$ cat src/rtl/tnn_neuron_seq.sv
// tnn_neuron_seq
// Streaming ternary-weight neuron. It takes one weighted operand per beat
// and accumulates a saturating signed sum over N_INPUTS beats. It then
// holds a one-bit decision (acc > threshold) until downstream accepts it.
//
// Ports:
//   clk, rst             rising-edge clock, synchronous active-high reset
//   in_valid/in_ready    input beat handshake
//   in_data  [IN_W]      unsigned operand
//   in_weight[2]         ternary code: 01 = +1, 11 = -1, 00/10 = 0
//   in_thresh[ACC_W]     signed threshold, taken from the first beat only
//   out_valid/out_ready  decision handshake
//   out_bit              acc > thresh (signed)
//   out_sum  [ACC_W]     final saturated accumulator
//   out_sat              any clamp occurred during the frame
module tnn_neuron_seq #(
    parameter int N_INPUTS = 9,
    parameter int IN_W     = 2,
    parameter int ACC_W    = 8,
    parameter int CNT_W    = $clog2(N_INPUTS + 1)
) (
    input  logic                    clk,
    input  logic                    rst,
    input  logic                    in_valid,
    output logic                    in_ready,
    input  logic [IN_W-1:0]         in_data,
    input  logic [1:0]              in_weight,
    input  logic signed [ACC_W-1:0] in_thresh,
    output logic                    out_valid,
    input  logic                    out_ready,
    output logic                    out_bit,
    output logic [ACC_W-1:0]        out_sum,
    output logic                    out_sat
);

    typedef enum logic [1:0] {IDLE, ACCUM, HOLD} state_t;

    state_t                  state;
    logic signed [ACC_W-1:0] acc;
    logic signed [ACC_W-1:0] thresh_r;
    logic [CNT_W-1:0]        cnt;
    logic                    sat;

    logic signed [ACC_W-1:0] mag;
    logic signed [ACC_W-1:0] term;
    logic signed [ACC_W:0]   wide;
    logic signed [ACC_W-1:0] add_res;
    logic                    add_ovf;
    logic [CNT_W-1:0]        cnt_next;

    // Signed weighted term; reserved code 10 behaves as zero weight.
    always_comb begin
        mag  = $signed({{(ACC_W-IN_W){1'b0}}, in_data});
        term = '0;
        case (in_weight)
            2'b01:   term = mag;
            2'b11:   term = -mag;
            default: term = '0;
        endcase
    end

    // One extra bit of headroom exposes overflow as a mismatch between the
    // top two bits; the sign of the wide sum selects which rail to clamp to.
    always_comb begin
        wide    = {acc[ACC_W-1], acc} + {term[ACC_W-1], term};
        add_ovf = 1'b0;
        add_res = wide[ACC_W-1:0];
        if (wide[ACC_W] != wide[ACC_W-1]) begin
            add_ovf = 1'b1;
            add_res = wide[ACC_W] ? {1'b1, {(ACC_W-1){1'b0}}}
                                  : {1'b0, {(ACC_W-1){1'b1}}};
        end
    end

    assign cnt_next = cnt + CNT_W'(1);

    // Decision outputs come only from registers, so there is no
    // combinational path from the input stream.
    assign out_bit = (acc > thresh_r);
    assign out_sum = acc;
    assign out_sat = sat;

    always_ff @(posedge clk) begin
        if (rst) begin
            state     <= IDLE;
            acc       <= '0;
            thresh_r  <= '0;
            cnt       <= '0;
            sat       <= 1'b0;
            in_ready  <= 1'b1;
            out_valid <= 1'b0;
        end else begin
            case (state)
                IDLE: begin
                    if (in_valid && in_ready) begin
                        acc      <= term;
                        thresh_r <= in_thresh;
                        cnt      <= CNT_W'(1);
                        sat      <= 1'b0;
                        if (N_INPUTS == 1) begin
                            state     <= HOLD;
                            in_ready  <= 1'b0;
                            out_valid <= 1'b1;
                        end else begin
                            state <= ACCUM;
                        end
                    end
                end
                ACCUM: begin
                    if (in_valid && in_ready) begin
                        acc <= add_res;
                        sat <= sat | add_ovf;
                        cnt <= cnt_next;
                        if (cnt_next == CNT_W'(N_INPUTS)) begin
                            state     <= HOLD;
                            in_ready  <= 1'b0;
                            out_valid <= 1'b1;
                        end
                    end
                end
                HOLD: begin
                    if (out_valid && out_ready) begin
                        state     <= IDLE;
                        cnt       <= '0;
                        in_ready  <= 1'b1;
                        out_valid <= 1'b0;
                    end
                end
                default: begin
                    state     <= IDLE;
                    cnt       <= '0;
                    in_ready  <= 1'b1;
                    out_valid <= 1'b0;
                end
            endcase
        end
    end

endmodule

$ cat config.mk
export PLATFORM = sky130hd
export DESIGN_NAME = tnn_neuron_seq
export DESIGN_NICKNAME = d
export VERILOG_FILES = /design/src/rtl/tnn_neuron_seq.sv
export SDC_FILE = /design/constraint.sdc
export NUM_CORES = 1
export LEC_CHECK = 0
export CAP_MARGIN = 20
export CORE_MARGIN = 5
export CORE_UTILIZATION = 53
export CTS_BUF_LIST = sky130_fd_sc_hd__clkbuf_16
export DETAILED_ROUTE_END_ITERATION = 16
export GPL_ROUTABILITY_DRIVEN = 1
export PLACE_DENSITY = 0.79
export SLEW_MARGIN = 20
export SYNTH_ARGS = -nofsm -noshare
export SYNTH_HDL_FRONTEND = slang
export SYNTH_SLANG_ARGS = --single-unit
$ cat constraint.sdc
create_clock -name clk -period 3.36 [get_ports clk]
set_input_delay 0.672 -clock clk [delete_from_list [all_inputs] [get_ports clk]]
set_output_delay 0.672 -clock clk [all_outputs]
set_load 0.01 [all_outputs]
==> out/qor.txt, run 1 <==
Status -> finished clean
Largest net degree at the start of global routing -> 22
Register area share after synthesis -> 0.283
Area of the multi-input gates -> 0.00127 mm2
Asr flop ratio synth -> 0
Starting Density -> 0.539
Vias/cell -> 5.71
Yosys reg bits -> 25
CP top delay family -> compound AO/OA/AOI/OAI gates
Antenna Nets Post-Route -> 0
Core area -> 0.00328 mm2
Clk slew on worst S/H paths -> 0.06 ns
Synth area leaders -> dfxtp_1 (28%), ha_1 (13%), a21oi_1 (7.1%)
CP arrival -> 3.34 ns
Hold path depth -> 2
Total power -> 849 uW
YS warnings -> 0
RSZ-0062 raised after global routing -> yes
Critical path class -> in -> reg
Crit path max-delay cell type -> clkdlybuf4s50_1
Hold_buf cts -> 0
IO buf count -> 27
Cts bufs inserted -> 3
GPL Wtd Cong -> 0.852
Post-Syn Area -> 0.00177 mm2
Peak VDD IR -> 0.318 mV
Rel. slew slack -> 0.400
Worst path required time -> 3.46 ns
GR Util All Layers -> 0.210
Initial antenna violation count -> 0
Syn_nets -> 258
Final Critical Period -> 3.24 ns
EDFF count, synth -> 0
CTS root buffer -> clkbuf_16
CTS Sinks -> 25
Worst path depth -> 12
Layout cells sized above 1 -> 0.151
Max Cap Violations -> 0
Worst Path Max Fanout -> 5
Standard-cell rows -> 21
Residual DRC count -> 0
WL/cell -> 14.9 um
PwrDens -> 358 mW/mm2
Die Area -> 0.00460 mm2
Max Slew Vio Count -> 0
First-pass GRT wire length -> 7360 um
Die Ht -> 67.8 um
Share of the synthesized area in the top cell type -> 0.283
Clock Tree Buf Depth -> 2
Final Setup Violations -> 0
Critical Path End Type -> flop
Max Clock Freq -> 309 MHz
TritonCTS clock tree -> done
Initial DRC count -> 155
Final cell utilization of the core -> 0.723
Top FF cell, synth -> dfxtp_1
Worst Setup Start Kind -> primary input
Final Hold Fails -> 0
Post-synth top cells -> a21oi_1 (25), dfxtp_1 (25), nand2_1 (22)
H-tree depth -> 1
Register area -> 500 um2
CP bufs+invs -> 3
Number of antenna diodes -> 0
Worst-Margin Slew -> 0.893 ns
Syn avg cell area -> 7.97 um2
FILL cells -> 258
Die width -> 67.8 um
Routed vias -> 1775
TritonRoute pass-1 iters -> 4
Clock Latency Late Sink -> 0.25 ns
Routed WL -> 4650 um
Synthesis-to-finish area growth -> 34.1%
CP Cell Sequence -> clkdlybuf4s50_1, inv_1, ha_1, nand3b_1, inv_2, ha_4, and2_4, a221o_2, a211oi_4, a21boi_0, o21ai_1, o211ai_1
NumNets Final -> 302
Yosys cell types -> 47
Final period util -> 0.963
Cells after Synth -> 222
Skew final -> 0.00241 ns
Pleak -> 0.00101 uW
Max incr delay on CP -> 0.47 ns
R2R depth -> 7
Min-delay worst type -> reg -> reg
Final hold slack -> 0.459 ns
Vias in the first global route -> 1633
# IOs -> 28
Remaining global-route overflow -> 0
Final HPWL DP -> 3350 um
Area leader, netlist -> dfxtp_1
-- logic make-up (layout without fill, tap and decap cells) --
kind of cell             Yosys count  in the layout  synth area share
AO/OA/AOI/OAI                     66             67             0.251
buffers and inverters             25             67            0.0530
AND/OR/NAND/NOR                   77             77             0.221
multiplexers                       2              2            0.0120
XOR/XNOR                           7              7            0.0346
adder cells (fa/ha/maj)           20             20             0.146
flip-flops                        25             25             0.283
-- worst register-to-register path: cells and delay by family, from the launching register on --
family                     cells  cell delay (ns)
AOI/OAI and AO/OA              5             1.30
DFF                            1             0.46
and+or+nand+nor                1             0.15
adders and majority gates      1             0.25
-- final timing paths --
| path | from | end | slack (ns) |
|---|---|---|---|
| worst max-delay path | in_data[0] | out_sum[0] | 0.12 |
| worst min-delay path | thresh_r[7] | thresh_r[7] | 0.46 |
| worst max register to register | out_sum[5] | out_sum[0] | 1.06 |
| worst min register to register | thresh_r[7] | thresh_r[7] | 0.46 |
-- layout by cell type, fill, tap and decap left out, drive strengths merged, types with 2 or more instances in the layout --
cell type	count
a211oi	5
a21boi	2
a21o	3
a21oi	25
a32oi	3
and2	4
buf	17
clkbuf	3
clkdlybuf4s50	27
dfxtp	25
ha	19
inv	20
nand2	22
nand2b	2
nand3	9
nand3b	3
nor2	14
nor2b	8
nor3	6
nor4	3
o211a	3
o211ai	2
o21ai	15
o21bai	2
xnor2	5
xor2	2
-- sequential cells by signal (all words and copies together), names as in the netlist --
signal and cells:
cnt 4, in_ready 1, out_sat 1, out_sum 8, out_valid 1, state 2, thresh_r 8
-- metrics by stage --
stage | cells | TNS [ns] | setup slack [ns] | cell area, um2
2_1_floorplan | 222 | 0 | 0.401 | 1770
6_report | 311 | 0 | 0.124 | 2370
5_1_grt | 311 | -0.0819 | -0.0344 | 2370
4_1_cts | 308 | 0 | 0.0295 | 2270
3_3_place_gp | 304 | -0.882 | -0.141 | 2190
3_5_place_dp | 304 | -1.58 | -0.222 | 2190
-- final cells by class --
type | count | area share
Clock inverter | 1 | 0.00158
Clock buffer | 3 | 0.0316
Timing Repair Buffer | 44 | 0.168
Tap cell | 46 | 0.0242
Multi-Input combinational cell | 173 | 0.534
Sequential cell | 25 | 0.211
Inverter | 19 | 0.0300
-- power by group --
group	leakage, uW	switching, uW	internal (uW)
Clock	0.0000423	97.5	159
Combinational	0.000762	128	131
Sequential	0.000205	20.4	313
-- what timing repair did --
| action | CTS | global route |
|---|---|---|
| resized for setup | 0 | 16 |
| buffers inserted | 0 | 2 |
| endpoints found under the setup margin | 0 | 9 |
-- routing by layer --
| layer | share of wire | track usage |
|---|---|---|
| met1 | 0.44 | 0.278 |
| met2 | 0.51 | 0.363 |
| met3 | 0.049 | 0.0399 |
| met4 | 0.0024 | 0.0223 |
| met5 | 0 | 0 |
No activity file was read; power rests on OpenSTA's default activity.
==> run 2, diff against run 1 <==
--- a/config.mk
+++ b/config.mk
@@ -5,12 +5,14 @@
 export SDC_FILE = /design/constraint.sdc
 export NUM_CORES = 1
 export LEC_CHECK = 0
+export ABC_CLOCK_PERIOD_IN_PS = 3360
 export CAP_MARGIN = 20
 export CORE_MARGIN = 5
 export CORE_UTILIZATION = 53
 export CTS_BUF_LIST = sky130_fd_sc_hd__clkbuf_16
 export DETAILED_ROUTE_END_ITERATION = 16
 export GPL_ROUTABILITY_DRIVEN = 1
+export GPL_TIMING_DRIVEN = 0
 export PLACE_DENSITY = 0.79
 export SLEW_MARGIN = 20
 export SYNTH_ARGS = -nofsm -noshare
==> run 2 against run 1 <==
  * First-iteration DRC count is 23% lower
  * Non-clock buffer count is 2 lower
  * Via count is 2.6% lower
  * Clock skew is 0.00096 ns higher
  * Register-to-register slack worse by 0.06 ns
  * Global-route usage is 1.6 points lower
  * Setup slack better by 0.12 ns
  * Total power is 1.5% lower
==> out/qor.txt, run 2 (synthesis results as in run 1) <==
Status -> finished clean
NumNets Final -> 299 (-0.99%)
Critical Path End Type -> flop
Total power -> 836 uW (-1.5%)
Starting Density -> 0.539 (unchanged)
Worst Setup Start Kind -> primary input
Die Area -> 0.00460 mm2 (unchanged)
Sum Neg Setup Slack -> 0 ns (unchanged)
Largest net degree at the start of global routing -> 14 (-36%)
Worst Path Max Fanout -> 5 (unchanged)
Final worst slack -> 0.240 ns (+0.117 ns)
Vias/cell -> 5.61 (-1.6%)
Cts bufs inserted -> 3 (unchanged)
Worst path required time -> 3.50 ns (+0.04 ns)
# IOs -> 28 (unchanged)
CP arrival -> 3.26 ns (-0.08 ns)
Initial antenna violation count -> 0 (unchanged)
Final cell utilization of the core -> 0.703 (-0.0198)
Cell Count, Final, Fillers Out -> 308 (-0.96%)
TritonCTS clock tree -> done
Routed WL -> 4290 um (-7.8%)
GR Util All Layers -> 0.193 (-0.0164)
IO buf count -> 27 (unchanged)
GPL Wtd Cong -> 0.843 (-1.1%)
Clock Tree Buf Depth -> 2 (unchanged)
CTS root buffer -> clkbuf_16
Max Slew Vio Count -> 0 (unchanged)
Final Setup Violations -> 0 (unchanged)
RSZ-0062 raised after global routing -> no
Rel. slew slack -> 0.428 (+0.0275)
Hold_buf cts -> 0 (unchanged)
Remaining global-route overflow -> 0 (unchanged)
Final HPWL DP -> 3100 um (-7.5%)
Final Hold Fails -> 0 (unchanged)
FILL cells -> 274 (+6.2%)
Vias in the first global route -> 1605 (-1.7%)
Min-delay worst type -> reg -> reg
TritonRoute pass-1 iters -> 4 (unchanged)
Clock Latency Late Sink -> 0.26 ns (about the same)
Number of antenna diodes -> 0 (unchanged)
H-tree depth -> 1 (unchanged)
Standard-cell rows -> 21 (unchanged)
Placed insts -> 295 (-3.0%)
Synthesis-to-finish area growth -> 30.5%
Most frequent cells in the layout -> dfxtp_1 (25), clkdlybuf4s50_1 (25), a21oi_1 (24), nand2_1 (22), inv_1 (19)
PwrDens -> 362 mW/mm2 (+1.2%)
Residual DRC count -> 0 (unchanged)
Max Clock Freq -> 321 MHz (+3.7%)
Die Ht -> 67.8 um (unchanged)
Final Critical Period -> 3.12 ns (-0.117 ns)
Core area -> 0.00328 mm2 (unchanged)
Skew final -> 0.00337 ns (+0.000962 ns)
Peak VDD IR -> 0.270 mV (-15%)
Clk slew on worst S/H paths -> 0.06 ns (about the same)
Register area -> 500 um2 (unchanged)
Layout cells sized above 1 -> 0.103 (-0.0479)
Antenna Nets Post-Route -> 0 (unchanged)
Area of the multi-input gates -> 0.00123 mm2 (-2.9%)
CTS Sinks -> 25 (unchanged)
Max Cap Violations -> 0 (unchanged)
Routed vias -> 1729 (-2.6%)
Initial DRC count -> 119 (-23%)
First-pass GRT wire length -> 6900 um (-6.3%)
Final period util -> 0.928 (-0.0347)
Pre-CTS setup slack -> -0.437 ns (-0.216 ns)
Critical path class -> in -> reg
WL/cell -> 13.9 um (-6.9%)
Worst-Margin Slew -> 0.852 ns (-0.0410 ns)
Die width -> 67.8 um (unchanged)
Pleak -> 0.000989 uW (-1.9%)
run 2: cell count changes in the layout (fill, tap and decap cells not counted), moves of 2 or more:
cell | before | now
buf_4 | 17 | 8
clkbuf_1 | 0 | 5
dlymetal6s2s_1 | 0 | 2
clkdlybuf4s50_1 | 27 | 25
run 2: through the flow:
stage / area, um2 / hold slack [ns]
final: 2310 / 0.454
after global routing: 2310 / 0.484
after detailed placement: 2100 / 0.450
after CTS: 2210 / 0.459
after floorplan: 1770 / 0.436
after global placement: 2100 / 0.442
run 2: layer usage:
metal  GRT usage  up-vias  share of wire
li1            -      877              -
met1       0.238      792           0.44
met2       0.328       46           0.50
met3      0.0532       14          0.047
met4      0.0546        0          0.017
met5           0        -              0
run 2: worst paths after layout:
path                 end    startpoint  depth (start not counted)  slack, ns
max reg2reg   out_sum[5]    out_sum[5]                          9       1.00
min          thresh_r[4]   thresh_r[4]                          2       0.45
max           out_sum[5]  in_weight[1]                         12       0.24
min reg2reg  thresh_r[4]   thresh_r[4]                          2       0.45
run 2: critical path: stages:
cell and delay, ns:
clkdlybuf4s50_1 0.50, nand3b_1 0.12, inv_2 0.15, ha_4 0.24, and2_4 0.17, a221o_1 0.40
a211oi_4 0.34, buf_6 0.16, nor3_1 0.05, a211oi_2 0.21, buf_4 0.17, a21oi_2 0.06
run 2: final cells by class:
class	instances	area share
buffer	6	0.00975
clock buffer	3	0.0325
clock inverter	1	0.00163
inverter	19	0.0309
multi-input combinational	172	0.534
sequential	25	0.217
tap	46	0.0249
timing repair buffer	36	0.150
run 2: power by group:
group	internal [uW]	switching (uW)	total [uW]
logic	123	126	249
clock network	159	98.1	257
registers	313	17.3	330
run 2: timing repair:
item,CTS,global route
pin swaps,2,7
buffers inserted,3,7
endpoints found under the setup margin,8,8
resized for setup,3,12
endpoints found under the hold margin,0,0
==> run 3, diff against run 2 <==
--- a/config.mk
+++ b/config.mk
@@ -18,3 +18,4 @@
 export SYNTH_ARGS = -nofsm -noshare
 export SYNTH_HDL_FRONTEND = slang
 export SYNTH_SLANG_ARGS = --single-unit
+export TNS_END_PERCENT = 5
==> results of run 3 <==
Final layout, timing and power as in run 2 (identical DEF).
